[src/rtl/clock_generator_pkg.sv]
// Shared divisor arithmetic for the serial bit-rate clock dividers.
package clock_generator_pkg;

  // Nearest-integer divisor; a zero request yields 0 so elaboration can flag it cleanly.
  function automatic int unsigned divisor_round(input int unsigned clk_freq,
                                                input int unsigned freq);
    if (freq == 0) return 0;
    return (clk_freq + freq / 2) / freq;
  endfunction

endpackage

[src/rtl/clock_generator.sv]
// Integer clock divider: registered, glitch-free ~50% square wave in the clk domain.
// The extra cycle of an odd divisor always goes to the low phase.
module clock_generator
  import clock_generator_pkg::*;
#(
  parameter int unsigned CLK_FREQ = 100_000_000,
  parameter int unsigned FREQ     = 9600
) (
  input  logic clk,
  input  logic reset,
  output logic new_clk
);

  localparam int unsigned N_RAW       = divisor_round(CLK_FREQ, FREQ);
  // Clamp keeps the widths sane while the illegal-parameter error is reported.
  localparam int unsigned N           = (N_RAW < 2) ? 2 : N_RAW;
  localparam int unsigned HIGH_CYCLES = N / 2;
  localparam int unsigned LOW_CYCLES  = N - HIGH_CYCLES;
  localparam int unsigned CW          = (LOW_CYCLES > 1) ? $clog2(LOW_CYCLES) : 1;

  localparam logic [CW-1:0] LOW_LAST  = CW'(LOW_CYCLES - 1);
  localparam logic [CW-1:0] HIGH_LAST = CW'(HIGH_CYCLES - 1);

  if (FREQ == 0) begin : g_bad_freq
    $error("clock_generator: FREQ must be > 0");
  end
  if (CLK_FREQ < 2 * FREQ) begin : g_bad_ratio
    $error("clock_generator: CLK_FREQ must be >= 2*FREQ");
  end

  logic [CW-1:0] cnt;
  logic [CW-1:0] cnt_next;
  logic [CW-1:0] half_last;
  logic          new_clk_next;

  always_comb begin
    half_last    = new_clk ? HIGH_LAST : LOW_LAST;
    cnt_next     = cnt + CW'(1);
    new_clk_next = new_clk;
    if (cnt == half_last) begin
      cnt_next     = '0;
      new_clk_next = ~new_clk;
    end
  end

  always_ff @(posedge clk or negedge reset) begin
    if (!reset) begin
      cnt     <= '0;
      new_clk <= 1'b0;
    end else begin
      cnt     <= cnt_next;
      new_clk <= new_clk_next;
    end
  end

endmodule

[config.mk]
export PLATFORM = sky130hd
export DESIGN_NAME = clock_generator
export DESIGN_NICKNAME = d
export VERILOG_FILES = /design/src/rtl/clock_generator_pkg.sv /design/src/rtl/clock_generator.sv
export SDC_FILE = /design/constraint.sdc
export NUM_CORES = 1
export LEC_CHECK = 0
export CAP_MARGIN = 10
export CORE_AREA = 2 2 39 41
export CTS_BUF_LIST = sky130_fd_sc_hd__clkbuf_8
export DETAILED_ROUTE_END_ITERATION = 7
export DIE_AREA = 0 0 41 43
export PLACE_DENSITY = 0.67
export SETUP_SLACK_MARGIN = 0.2
export SYNTH_ARGS = -nofsm -noshare
export SYNTH_HDL_FRONTEND = slang
export SYNTH_SLANG_ARGS = --single-unit
[constraint.sdc]
create_clock -name clk -period 2 [get_ports clk]
set_input_delay 0.4 -clock clk [delete_from_list [all_inputs] [get_ports clk]]
set_output_delay 0.4 -clock clk [all_outputs]
set_load 0.005 [all_outputs]
==> impl_metrics.ini <==
[critical_path]
path_delay_family = simple AND/OR/NAND/NOR gates
worstPathCellList = nand3_2 > or3b_4 > a211oi_4 > buf_4 > nor2_1
cp_max_fo = 7
crit_path_max_incr_delay_ns = 0.46
worst-path-buf-inv = 1
cp_data_arrival_time_ns = 1.73
crit_slowest_cell = dfrtp_1
required_ns = 2.13
critPathKind = reg2reg
critPathLaunchType = register
endpoint_kind = register

[synth]
ys_warn_count = 0
synth_top_area_share_pct = 52.9
ys_types = 19
ys_seq_area_share_pct = 52.9
synth_top_cell_by_area = dfrtp_1
synth_nets = 63
syn_area_um2 = 662
synth_top_cells_by_area = dfrtp_1 53%, xnor2_1 9.3%, xor2_1 6.6%
syn-instance-count = 60
synth_area_per_cell_um2 = 11.0
ys_ff_latch = 14

[floorplan]
die_area_mm2 = 0.00176
die_w_um = 41
die_y_um = 43
rows = 14
start_util_pct = 47.8
coreArea_mm2 = 0.00138
ios = 3

[final_layout]
drive_above_1_share_pct = 13.2
area_growth_syn_to_layout_pct = 16.6
stdcell_count = 84
diodes = 0
layout.nets = 72

[routing]
drt_iter0_markers = 9
vias = 461
wirelength_um = 1110
drc_errors = 0
viasPerCell = 5.49
routedWlPerCell_um = 13.2
antenna_left = 0
dr.pass1.iters = 4

[sta]
clock_skew_ns = 0.00668
min_period_ns = 1.60
finalSetupViolCount = 0
drv_slew = 0
tightest_slew_ns = 0.609
fin_tns_setup_ns = 0
period_share_pct = 80.1
slew_headroom_pct = 59.3
fin_ws_ns = 0.398
max_freq_mhz = 624
grt_setup_unrepaired = no
hold_viol = 0

[clock_tree]
clk_pin_slew_ns = 0.06
insertion_delay_ns = 0.25
clock_sinks = 14
numCtsBuffers = 3
cts_resized = 0
cts_max_path_buffers = 2
htreeDepth = 1
cts_root_buffer = clkbuf_8
cts_tree = done

[grt]
grt_pass1_wl_um = 1990
antenna_found_initial = 0
grt_use_total_pct = 17.6
grt_pass1_vias = 465
grt_max_degree = 15
overflow = 0

[power]
combPwrFrac_pct = 1.2
swShare_pct = 18.2
seqPwrFrac_pct = 50.5
p_sw_mw = 0.102
cellPowerDensity_mw_per_mm2 = 727
peakVddDrop_mv = 0.473
power_leakage_nw = 0.318
p_clk_share_pct = 48.3
total_power_mw = 0.561
p_int_mw = 0.459

[placed_design]
io_buffers = 2
hpwl_um = 776
preCtsSetupSlack_ns = 0.323
gp_congestion = 0.736
dp.cells = 78

[worst_hold_path]
hold_class = reg2reg

[run_status]
status = complete, no violations

[run]
maxCapViolations = 0
==> worst paths after layout <==
| kind | start | end | slack [ns] | cells past startpoint |
|---|---|---|---|---|
| min in group asynchronous | reset | cnt[11]$_DFF_PN0_ | 0.54 | 1 |
| max in group asynchronous | reset | cnt[2]$_DFF_PN0_ | 1.06 | 1 |
| worst min-delay path | new_clk$_DFFE_PN0N_ | new_clk$_DFFE_PN0N_ | 0.51 | 1 |
| worst max register to register | cnt[2]$_DFF_PN0_ | cnt[4]$_DFF_PN0_ | 0.40 | 5 |
| worst min register to register | new_clk$_DFFE_PN0N_ | new_clk$_DFFE_PN0N_ | 0.51 | 1 |
| worst max-delay path | cnt[2]$_DFF_PN0_ | cnt[4]$_DFF_PN0_ | 0.40 | 5 |
==> final cells by class <==
class | count | area, um2
Fill cell | 125 | 612
Timing Repair Buffer | 4 | 35.0
Sequential cell | 14 | 350
Inverter | 1 | 3.75
Tap cell | 16 | 20.0
Multi-Input combinational cell | 45 | 308
Clock buffer | 4 | 55.1
==> sequential cells by signal, indices dropped and copies added, names as in the netlist <==
signal,count
cnt,13
new_clk,1
==> stage by stage <==
stage	util (%)	area [um2]	hold slack (ns)
after global placement	50.7	702	0.508
after floorplan	-	662	0.104
after detailed placement	50.7	702	0.507
after CTS	54.7	757	0.522
final	55.8	772	0.514
after global routing	55.8	772	0.548
==> placed cells by master, fill, tap and decap left out <==
cell | Yosys | final
a211oi_4 | 1 | 1
and3_1 | 1 | 1
and4_1 | 1 | 1
buf_4 | 0 | 2
clkbuf_8 | 0 | 4
clkdlybuf4s50_1 | 0 | 2
dfrtp_1 | 14 | 14
ha_1 | 1 | 1
inv_1 | 1 | 1
nand2_1 | 4 | 4
nand3_1 | 4 | 4
nand3_2 | 1 | 1
nand3b_1 | 1 | 1
nand4_1 | 4 | 4
nor2_1 | 9 | 9
nor2b_1 | 1 | 1
nor3_1 | 1 | 1
nor4_1 | 2 | 2
nor4b_1 | 1 | 1
or3b_4 | 1 | 1
xnor2_1 | 7 | 7
xor2_1 | 5 | 5
==> cell families after synthesis <==
family                   synth area share, %
buffers and inverters                  0.567
AND/OR/NAND/NOR                         25.7
XOR/XNOR                                15.9
AO/OA/AOI/OAI                           3.02
flip-flops                              52.9
adder cells (fa/ha/maj)                 1.89
==> power groups by stage <==
| stage | sequential [mW] | combinational (mW) | clock (mW) |
|---|---|---|---|
| after detailed placement | 0.288 | 0.00731 | 0 |
| after global placement | 0.288 | 0.00734 | 0 |
| after floorplan | 0.289 | 0.0000000899 | 0 |
| after global routing | 0.283 | 0.00812 | 0.290 |
| final | 0.283 | 0.00685 | 0.271 |
| after CTS | 0.283 | 0.00730 | 0.275 |
==> cell usage after synthesis (all sizes together) <==
master  instances
nor2b           1
and3            1
nor2            9
ha              1
nor4b           1
a211oi          1
xnor2           7
nand3b          1
dfrtp          14
or3b            1
nand2           4
nor4            2
nand3           5
inv             1
nor3            1
nand4           4
xor2            5
and4            1
==> layer usage <==
layer / vias up / track usage, % / part of all wire (%)
li1: 221 / - / -
met3: 4 / 4.71 / 4.5
met1: 222 / 23.9 / 45
met5: - / 0 / 0
met4: 0 / 14.0 / 2.4
met2: 14 / 22.8 / 48
==> what timing repair did <==
| item | in CTS | in global routing |
|---|---|---|
| hold buffers | 0 | 0 |
| setup endpoints to repair | 0 | 1 |
| buffers inserted | 0 | 2 |
No activity file was read; power rests on OpenSTA's default activity.
